<file path="config.mk">
export PLATFORM = sky130hd
export DESIGN_NAME = instruction_fetch_unit
export DESIGN_NICKNAME = d
export VERILOG_FILES = /design/src/rtl/instruction_fetch_unit.sv
export SDC_FILE = /design/constraint.sdc
export NUM_CORES = 1
export LEC_CHECK = 0
export BUFFER_PORTS_ARGS = -buffer_cell sky130_fd_sc_hd__buf_2
export CAP_MARGIN = 20
export CORE_MARGIN = 3
export CORE_UTILIZATION = 40
export DETAILED_ROUTE_END_ITERATION = 8
export GPL_ROUTABILITY_DRIVEN = 1
export GPL_TIMING_DRIVEN = 0
export PLACE_DENSITY = 0.71
export SETUP_SLACK_MARGIN = 0.5
export SYNTH_ARGS = -nofsm -noshare
export SYNTH_HDL_FRONTEND = slang
export SYNTH_SLANG_ARGS = --single-unit
export TNS_END_PERCENT = 1
</file>
<file path="constraint.sdc">
create_clock -name clk -period 2.2 [get_ports clk]
set_input_delay 0.11 -clock clk [delete_from_list [all_inputs] [get_ports clk]]
set_output_delay 0.11 -clock clk [all_outputs]
set_load 0.05 [all_outputs]
</file>
<file path="src/rtl/instruction_fetch_unit.sv">
// instruction_fetch_unit: PC sequencing, instruction memory requests and a
// DEPTH-entry prefetch buffer feeding the decode stage, with branch redirect.
// Optional feature macro IFU_PERF_CNT_EN adds saturating stall_cnt/flush_cnt.
module instruction_fetch_unit #(
  parameter int unsigned ADDR_W = 8,
  parameter int unsigned DEPTH  = 4
) (
  input  logic              clk,
  input  logic              reset,
  output logic              imem_req,
  output logic [ADDR_W-1:0] imem_addr,
  input  logic [23:0]       imem_rdata,
  output logic [23:0]       ins,
  output logic              ins_valid,
  input  logic              stall,
  input  logic              br_taken,
  input  logic [ADDR_W-1:0] br_target,
  output logic [ADDR_W-1:0] fetch_pc
`ifdef IFU_PERF_CNT_EN
  ,
  output logic [15:0]       stall_cnt,
  output logic [15:0]       flush_cnt
`endif
);

  localparam int unsigned INS_W = 24;
  localparam int unsigned PTR_W = (DEPTH > 1) ? $clog2(DEPTH) : 1;
  localparam int unsigned CNT_W = $clog2(DEPTH + 1);
  // Occupancy = buffered + response arriving now + request issued now.
  localparam int unsigned OCC_W = $clog2(DEPTH + 3);

  typedef enum logic [1:0] {FETCH, WAIT_FULL, FLUSH} state_e;

  typedef struct packed {
    logic [ADDR_W-1:0] addr;
    logic [INS_W-1:0]  data;
  } entry_t;

  state_e            state_q, state_d;
  logic [ADDR_W-1:0] pc_q, pc_d;
  logic              req_q, req_d;
  logic [ADDR_W-1:0] addr_q, addr_d;
  logic              pend_q, pend_d;
  logic [ADDR_W-1:0] pend_addr_q, pend_addr_d;
  entry_t            mem_q [DEPTH];
  entry_t            mem_d [DEPTH];
  logic [PTR_W-1:0]  rd_ptr_q, rd_ptr_d;
  logic [PTR_W-1:0]  wr_ptr_q, wr_ptr_d;
  logic [CNT_W-1:0]  count_q, count_d;
  logic [INS_W-1:0]  ins_q, ins_d;
  logic              valid_q, valid_d;
  logic [ADDR_W-1:0] fpc_q, fpc_d;

  logic              pop_c;
  logic              push_c;
  logic              issue_c;
  logic [OCC_W-1:0]  occ_c;

  // Next-state, request issue and buffer update; a branch overrides everything.
  always_comb begin
    state_d     = state_q;
    pc_d        = pc_q;
    req_d       = 1'b0;
    addr_d      = addr_q;
    pend_d      = req_q;
    pend_addr_d = addr_q;
    mem_d       = mem_q;
    rd_ptr_d    = rd_ptr_q;
    wr_ptr_d    = wr_ptr_q;
    count_d     = count_q;
    ins_d       = '0;
    valid_d     = 1'b0;
    fpc_d       = '0;
    issue_c     = 1'b0;

    pop_c  = valid_q && !stall;
    push_c = pend_q;
    occ_c  = OCC_W'(count_q) + OCC_W'(pend_q) + OCC_W'(req_q) - OCC_W'(pop_c);

    if (br_taken) begin
      state_d  = FLUSH;
      pc_d     = br_target;
      pend_d   = 1'b0;
      rd_ptr_d = '0;
      wr_ptr_d = '0;
      count_d  = '0;
    end else begin
      case (state_q)
        FLUSH:   issue_c = 1'b1;
        default: issue_c = (occ_c < OCC_W'(DEPTH));
      endcase

      if (issue_c) begin
        state_d = FETCH;
        req_d   = 1'b1;
        addr_d  = pc_q;
        pc_d    = pc_q + ADDR_W'(1);
      end else begin
        state_d = WAIT_FULL;
      end

      if (push_c) begin
        mem_d[wr_ptr_q] = '{addr: pend_addr_q, data: imem_rdata};
        wr_ptr_d        = wr_ptr_q + PTR_W'(1);
      end
      if (pop_c) begin
        rd_ptr_d = rd_ptr_q + PTR_W'(1);
      end
      count_d = count_q + CNT_W'(push_c) - CNT_W'(pop_c);

      if (count_d != '0) begin
        valid_d = 1'b1;
        ins_d   = mem_d[rd_ptr_d].data;
        fpc_d   = mem_d[rd_ptr_d].addr;
      end
    end
  end

  // State and datapath registers; reset discards buffer and in-flight response.
  always_ff @(posedge clk or negedge reset) begin
    if (!reset) begin
      state_q     <= FETCH;
      pc_q        <= '0;
      req_q       <= 1'b0;
      addr_q      <= '0;
      pend_q      <= 1'b0;
      pend_addr_q <= '0;
      mem_q       <= '{default: '0};
      rd_ptr_q    <= '0;
      wr_ptr_q    <= '0;
      count_q     <= '0;
      ins_q       <= '0;
      valid_q     <= 1'b0;
      fpc_q       <= '0;
    end else begin
      state_q     <= state_d;
      pc_q        <= pc_d;
      req_q       <= req_d;
      addr_q      <= addr_d;
      pend_q      <= pend_d;
      pend_addr_q <= pend_addr_d;
      mem_q       <= mem_d;
      rd_ptr_q    <= rd_ptr_d;
      wr_ptr_q    <= wr_ptr_d;
      count_q     <= count_d;
      ins_q       <= ins_d;
      valid_q     <= valid_d;
      fpc_q       <= fpc_d;
    end
  end

  assign imem_req  = req_q;
  assign imem_addr = addr_q;
  assign ins       = ins_q;
  assign ins_valid = valid_q;
  assign fetch_pc  = fpc_q;

`ifdef IFU_PERF_CNT_EN
  logic [15:0] stall_cnt_q, stall_cnt_d;
  logic [15:0] flush_cnt_q, flush_cnt_d;

  // Saturating counters for decode back-pressure and branch redirects.
  always_comb begin
    stall_cnt_d = stall_cnt_q;
    flush_cnt_d = flush_cnt_q;
    if (valid_q && stall && (stall_cnt_q != 16'hFFFF)) stall_cnt_d = stall_cnt_q + 16'd1;
    if (br_taken && (flush_cnt_q != 16'hFFFF))         flush_cnt_d = flush_cnt_q + 16'd1;
  end

  // Counter registers.
  always_ff @(posedge clk or negedge reset) begin
    if (!reset) begin
      stall_cnt_q <= '0;
      flush_cnt_q <= '0;
    end else begin
      stall_cnt_q <= stall_cnt_d;
      flush_cnt_q <= flush_cnt_d;
    end
  end

  assign stall_cnt = stall_cnt_q;
  assign flush_cnt = flush_cnt_q;
`endif

endmodule
</file>
==> results of run 1 <==
state kept, by name (all words and copies together) (netlist names), 2 cells and up:
name	cells
ins	24
wr_ptr_q	2
mem_q	128
count_q	3
imem_addr	8
pend_addr_q	8
rd_ptr_q	2
state_q	2
pc_q	8
fetch_pc	8
logic make-up after synthesis:
group           after synthesis  synth area share (%)
compound gates              173                 15.10
xor+xnor                      9                 1.011
fa+ha+maj                     9                 1.319
buf+inv                      53                 2.520
flops                       196                 57.43
mux                         143                 18.90
simple gates                 59                 3.721
cell usage in the layout, fill, tap and decap left out, types with 3 or more instances in the layout:
cell | synthesis | final
ha_1 | 9 | 4
o22a_1 | 62 | 62
or2_2 | 3 | 3
clkbuf_1 | 25 | 9
a21oi_1 | 33 | 33
xnor2_1 | 6 | 6
dfrtp_1 | 196 | 195
dlygate4sd3_1 | 0 | 34
o211ai_1 | 64 | 64
ha_4 | 0 | 4
clkinv_4 | 0 | 4
buf_8 | 0 | 7
clkbuf_16 | 0 | 17
buf_12 | 0 | 9
nand2_2 | 0 | 3
mux2_1 | 4 | 3
nor2b_1 | 6 | 6
inv_1 | 7 | 5
nand3_1 | 8 | 8
inv_6 | 0 | 3
or4_1 | 3 | 3
nor2_1 | 9 | 9
clkbuf_2 | 0 | 10
o21ai_0 | 5 | 3
inv_8 | 0 | 3
buf_4 | 0 | 4
nand2_1 | 19 | 14
mux2_2 | 135 | 121
buf_2 | 13 | 85
mux2_4 | 1 | 16
what timing repair did:
action	CTS	global route
setup endpoints to repair	172	172
resized for setup	97	31
hold buffers	34	0
setup buffers	3	1
gates cloned	1	0
hold endpoints to repair	183	0
pin swaps	17	9
cells in the mapped netlist, types with 4 or more instances:
master    count  area share (%)
mux2_1        4            0.53
xnor2_1       6            0.62
mux2_2      135              18
nor2_1        9            0.40
buf_1         8            0.35
o211ai_1     64             5.6
clkbuf_1     25             1.1
inv_1         7            0.31
o22a_1       62             6.4
nor2b_1       6            0.44
buf_2        13            0.76
o21ai_0       5            0.29
dfrtp_1     196              57
nand2_1      19            0.84
ha_1          9             1.3
nand3_1       8            0.47
a21oi_1      33             1.9
worst reg2reg max path, delay by kind of cell (launching register included):
family / cells / cell delay, ps
multiplexers: 2 / 710
AND/OR/NAND/NOR: 2 / 290
buffers and inverters: 1 / 40
AO/OA/AOI/OAI: 1 / 180
flip-flops: 1 / 410
adder cells (fa/ha/maj): 3 / 700
where the power goes:
part           switching, mW  internal [mW]
clock network           1.44           1.75
logic                   3.27           2.66
registers              0.725           4.82
total                   5.43           9.23
routing by layer:
| metal | vias up | share of wire, % |
|---|---|---|
| met3 | 28 | 4.2 |
| li1 | 2677 | - |
| met1 | 3012 | 46 |
| met4 | 0 | 1.8 |
| met5 | - | 0 |
| met2 | 139 | 48 |
stage by stage:
stage | worst slack [ps] | instances | total power, mW
floorplan | -191.1 | 642 | 9.485
global placement | -2645 | 989 | 10.79
detailed placement | -364.9 | 990 | 10.93
CTS | -239.2 | 1060 | 14.55
global route | -298.0 | 1061 | 15.53
finish | -236.5 | 1061 | 14.66
path summary, 6_finish.rpt:
path / startpoint / end / slack, ps
min: br_taken / imem_req$_DFF_PN0_ / 180
max reg2reg: pend_q$_DFF_PN0_ / imem_addr[3]$_DFFE_PN0P_ / -240
max in group asynchronous: reset / mem_q[41]$_DFFE_PN0N_ / 1010
min in group asynchronous: reset / ins[21]$_DFF_PN0_ / 230
min reg2reg: imem_addr[3]$_DFFE_PN0P_ / pend_addr_q[3]$_DFF_PN0_ / 410
max: pend_q$_DFF_PN0_ / imem_addr[3]$_DFFE_PN0P_ / -240
area by class of cell:
cell class / instances / area share [%]
clock buffers: 18 / 4.097
clock inverters: 14 / 1.564
plain buffers: 46 / 3.992
flip-flops and latches: 196 / 45.76
well taps: 270 / 3.151
multi-input cells: 394 / 33.77
inverters: 7 / 0.2684
repair buffers: 116 / 7.400
==> results, run 1 <==
- After detailed routing, the number of remaining DRC violations is 0.
- In this run, synthesis produced a sequential element count of 196.
- The post-route worst setup slack is -236.5 ps.
- The number of library cell types mapped by synthesis is 39.
- The critical path's top delay family is adder cells.
- The post-layout instance area is ~11000 um2.
- In this run the remaining antenna-violating nets after routing total 0.
- The proportion of synthesized flip-flops having asynchronous set or reset is 100.0%.
- The worst hold path was traced through 3 stages.
- The pin count of the biggest net entering global routing is approximately 120.
- The maximum fanout along the worst path is 8.
- The global-route wire length before repair is roughly 33 mm.
- IR analysis of the VDD net gives a maximum drop of 0.0006921 V.
- The standard-cell row count is 52.
- No sink is reached through more buffers than the 2 on the longest clock path.
- The shortest clock period the worst path allows after layout is between 2000 and 2500 ps.
- The share of the core filled with cells in the final layout is around half.
- After layout, the worst path uses 110.7% of the clock period.
- The number of enable flip-flop cells after synthesis is 0.
- The number of max-cap violations is 0.
- The minimum hold slack is 183.4 ps.
- The endpoint arrival time on the critical path is about 2800 ps.
- The antenna diode count is 0.
- The fraction of met1 tracks used by global routing is between 20% and 30%.
- The count of pins over their slew limit was 0.
- The congestion estimate from routability-driven global placement came to ~0.8.
- The root buffer selected by CTS is clkbuf_16.
- The estimated wirelength of the detail-placed design is 12.51 mm.
- The number of vias in the routed layout is slightly below 6000.
- The critical path runs through a total of 9 cells.
- Setup repair after global routing could not meet its margin everywhere.
- In the global route stage, met2 resource usage came out at 27.69%.
- After clock tree synthesis, the clock-pin slew on the worst setup and hold paths is about 70 ps.
- The setup path with the least slack is of type flip-flop to flip-flop.
- The met3 demand-to-capacity share in global routing is around 3.8%.
- The TritonCTS buffer count is 17.
- The slowest stage of the critical path belongs to the cell dfrtp_1.
- When the netlist entered floorplanning its net count stood at just under 700.
- Setup violations remaining at the end of the flow were counted as 28.
- On the worst path, the slowest cell contributes a delay of ~410 ps.
- A synthesized cell averages ~13 um2.
- The area inside the core boundary is 20620 um2.
- The fmax is around 410 MHz.
- For the worst setup path, the data required time is around 2500 ps.
- For the pin with the worst max-slew slack, the measured transition is 631.8 ps.
- The global router's overall resource usage is between 10% and 20%.
- The checks that failed: negative setup slack.
- The initial utilization of the core area, before any placement, comes to between 40% and 50%.
- The tightest min-delay check is of the input pin to flip-flop type.
- The final number of hold-violating endpoints is 0.
- The total negative slack for setup checks is -2904 ps.
- The multi-input combinational cells in the finished layout cover a total of around 3600 um2.
- In this run the power density over the cells is roughly 1400 nW/um2.
- After synthesis the cells add up to approximately 8500 um2.
- The I/O pin total is 78.
- Headroom to the max-slew limit came out at 57.88%.
- The clock drives between 150 and 200 sinks.
- Counting cells, the worst reg-to-reg path comes to 9.
- Measured along the y axis, the die boundary spans 152.1 um.
- The sum of overflow across all layers after global routing is 0.
- The sequential cell area in the final layout is between 4000 and 5000 um2.
- The post-route netlist has about two fifths of its cells at a drive strength greater than 1.
- The final setup skew is approximately 15 ps.
- The average vias per placed instance is roughly 5.5.
- The wire length per cell is ~19 um.
- The H-tree depth reported by CTS is 4.
- The number of antenna violations at the first check in global routing is 0.
- For this block, the initial DRC count from the detailed router was 350.
- The cell area reported after detailed placement is about 9300 um2.
- The die covers 23140 um2.
- The width of the die is 152.1 um.
- The run finished, with violations left.
- The leakage power is roughly 5 nW.
- The first TritonRoute pass finished after 4 iterations.
- The most used flip-flop cell after synthesis is dfrtp_1.
- The layout filler cell count is 1729.
- Together, buffers and inverters on the worst path number 1.
- The via count of the first global-routing pass came to just over 6000.
- Relative to the synthesized area, the layout overhead comes to 25.52%.
- Synthesis produced a netlist whose cell count is between 600 and 700.
- Wires add up to 19.91 mm.
- The later pin in the worst-skew pair is clocked with a latency of approximately 440 ps.
- TritonCTS built the clock tree.
- The count of buffers added on input and output ports is 77.
- The post-layout net count is approximately 820.
- The worst setup path is launched from a flip-flop.
- The worst setup path is captured at a flip-flop.
- The sequential element share of the synthesized area is ~57%.
- The global-route layer with the greatest usage is met2.
- The critical path goes through ha_4 > ha_4 > inv_4 > ha_4 > nand2_4 > o21bai_4 > mux2_4 > nor2_4 > mux2_4.
- The number of warnings issued by yosys is 0.
- Among the stages of the critical path, the cell type that occurs most often is ha_4.
(Power assumes the default switching activity.)
==> run 2: changes to the inputs <==
==> constraint.sdc (replaced) <==
create_clock -name clk -period 2.2 [get_ports clk]
set_input_delay 0.11 -clock clk [delete_from_list [all_inputs] [get_ports clk]]
set_output_delay 0.11 -clock clk [all_outputs]
set_load 0.005 [all_outputs]
==> run 2 against run 1 <==
The run still ends with negative setup slack left; largest cell class unchanged; clock power barely moved; via count rose by 0.97%; critical path depth fell by 1; worst hold slack improved by 8.8 ps; clock skew fell by 3.6 ps; largest power group is now registers; core utilization fell by 0.15 points.
==> results, run 2 (synthesized netlist as in run 1, its figures left out) <==
- In this run the vertical extent of the chip is 152.1 um.
- The sequential group share of total power is 40.0%.
- Global routing finished with a remaining overflow of 0.
- The average vias per placed instance is 5.578.
- For this block, the via count after detailed routing is 5913.
- The worst path in the final design needs a cycle of between 2000 and 2500 ps, including I/O delays and setup.
- The leakage power is about 5 nW.
- The worst min-delay path category is input pin to flip-flop.
- Across the VDD grid, the largest voltage drop is between 0.0005 and 0.0006 V.
- STA classifies the critical path endpoint as a flip-flop.
- The sum of internal, switching and leakage power is around 14 mW.
- The post-synthesis to final-layout area growth is 25.17%.
- The minimum hold slack is 192.3 ps.
- The TritonCTS buffer count is 17.
- TritonCTS built the clock tree.
- The most common cell after layout, fill and taps aside is dfrtp_1.
- The count of pins over their slew limit came to 0.
- The fmax is between 400 and 500 MHz.
- The clock-pin slew of the registers on the worst-case setup and hold paths is approximately 70 ps.
- The sequential cell area in the final layout is 4907 um2.
- The post-layout net count is between 800 and 900.
- Clock tree synthesis found a total of between 150 and 200 sinks.
- In this run switching power makes up approximately a third of total power.
- The via count of the first global-routing pass is approximately 6000.
- The portion of the clock cycle consumed by the worst path in the final layout is 111.8%.
- The actual slew at the worst max-slew pin is 724.9 ps.
- The wire length after detailed routing is about 21 mm.
- On the worst path, the slowest cell contributes a delay of approximately 410 ps.
- For this design the total switching power over the nets is around 4.7 mW.
- The critical path's top delay family is multiplexers.
- The standard-cell row count is 52.
- By startpoint and endpoint, the worst setup path is classified as flip-flop to flip-flop.
- The starting utilization of the core area is roughly two fifths.
- The design internal power is 9.172 mW.
- The register with the most flip-flops in the layout has between 100 and 150 of them.
- The antenna diode count is 0.
- Traced cell by cell, the critical path runs through ha_4 > ha_4 > xor2_1 > xnor2_2 > nor2_1 > mux2_4 > nor2_4 > mux2_4.
- The share of total power in combinational logic is 36.9%.
- The detailed router finished its first iteration with ~360 violations.
- The worst register-to-register path has a setup slack of -260 ps.
- The global router's overall resource usage is between 10% and 20%.
- For the worst setup path, the data arrival time is around 2800 ps.
- The remaining design rule violation count is 0.
- During placement, the flow inserted port buffers numbering 77.
- In the layout the commonest cells are dfrtp_1, mux2_2, buf_2, o211ai_1, o22a_1.
- At the placement stage, the worst setup path has a slack of -392.6 ps.
- Setup repair after global routing could not meet its margin everywhere.
- The I/O pin total is between 70 and 80.
- The first-pass detailed-route iteration total is 4.
- The number of antenna violations at the first check in global routing was 0.
- The global-route wire length before repair is around 33 mm.
- In this run, placement finished with an instance count of 990.
- The run finished, with violations left.
- The residual antenna-violating net count after detailed routing is 0.
- Of the total power, the clock network draws between 20% and 30%.
- The final number of hold-violating endpoints is 0.
- Setup violations remaining at the end of the flow were counted as 26.
- The H-tree was split into 4 levels.
- The critical path data required time is around 2500 ps.
- The number of buffers and inverters on the critical path is 0.
- Power spread over the standard cell area amounts to approximately 1300 nW/um2.
- The final reports fail on negative setup slack.
- At the later pin of the worst-skew pair, clock insertion delay measures 440 ps.
- The estimated wirelength of the detail-placed design is about 13 mm.
- The total negative slack for setup checks is -3087 ps.
- The category of the worst setup path launch point is a flip-flop.
- In the post-route analysis, the smallest setup slack over all paths is -259.2 ps.
- Along the worst path, the maximum fanout reaches 8.
- The routability congestion estimate is 0.8074.
- The filler cells instantiated in the layout total approximately 1700.
- Clock skew on the completed layout was measured at between 10 and 15 ps.
- The largest individual stage delay along the critical path comes from the cell dfrtp_1.
- The width of the die is 152.1 um.
- In this run the clock root is driven by a clkbuf_16.
- The number of buffers on the longest clock path is 2.
- The area of the multi-input gates is ~3600 um2.
- Dividing the detail-routed wire length by the instance count gives 19.41 um.
- The die area is between 20000 and 25000 um2.
- Counting flops per register, the top entry is mem_q.
- The number of max-cap violations is 0.
- After the flow finishes, the layout carries non-filler instances totaling about 1100.
- The total area inside the core boundary comes to slightly above 20000 um2.
- The share of post-route cells with drive strength above 1 is about two fifths.
- The pin count of the biggest net entering global routing is about 100.
- Headroom to the max-slew limit came out at about half.
-- run 2: cell types whose count changed in the layout (fill, tap and decap cells not counted), sizes merged --
| cell | change |
|---|---|
| clkbuf | -1 |
| inv | +1 |
| clkinvlp | -1 |
-- run 2: worst paths after layout --
path / endpoint / cells past startpoint / startpoint
max reg2reg: imem_addr[6]$_DFFE_PN0P_ / 8 / pend_q$_DFF_PN0_
max: imem_addr[6]$_DFFE_PN0P_ / 8 / pend_q$_DFF_PN0_
max in group asynchronous: wr_ptr_q[1]$_DFFE_PN0P_ / 3 / reset
min in group asynchronous: fetch_pc[4]$_DFF_PN0_ / 2 / reset
min: imem_req$_DFF_PN0_ / 3 / br_taken
min reg2reg: pend_addr_q[0]$_DFF_PN0_ / 0 / imem_addr[0]$_DFFE_PN0P_
-- run 2: metrics by stage --
stage,area [um2],util [%]
3_3_place_gp,9268,44.93
3_5_place_dp,9305,45.12
5_1_grt,10690,51.83
2_1_floorplan,8544,-
4_1_cts,10620,51.51
6_report,10690,51.83
-- run 2: final cells by class --
cell class              count  area share, %
repair buffers            115          7.350
clock inverters            14          1.779
inverters                   7         0.2692
plain buffers              46          3.827
clock buffers              18          4.014
well taps                 270          3.160
flip-flops and latches    196          45.90
multi-input cells         394          33.70
-- run 2: timing repair --
item,CTS,global route
hold buffers,34,0
endpoints found under the hold margin,197,0
resized for setup,100,20
gates cloned,1,0
pin swaps,15,6
setup buffers,3,0
setup endpoints to repair,172,172
-- run 2: worst register-to-register path: cells and delay by family (launching register included) --
family | cells | cell delay, ps
xor gates and xnor gates | 2 | 550
muxes | 2 | 690
DFF | 1 | 410
and+or+nand+nor | 2 | 370
adders and majority gates | 2 | 330
-- run 2: power groups by stage --
stage / sequential (mW) / clock (mW) / combinational [mW]
finish: 5.56 / 3.22 / 5.13
global route: 5.71 / 3.43 / 5.60
CTS: 5.54 / 3.29 / 5.04
detailed placement: 5.58 / 0 / 4.59
global placement: 5.54 / 0 / 4.48
floorplan: 5.40 / 0 / 3.28
-- run 2: metal layers --
| layer | track usage, % | share of wire, % |
|---|---|---|
| met1 | 24.18 | 45 |
| met2 | 29.28 | 49 |
| met3 | 3.612 | 4.0 |
| met4 | 6.550 | 1.8 |
| met5 | 0 | 0 |
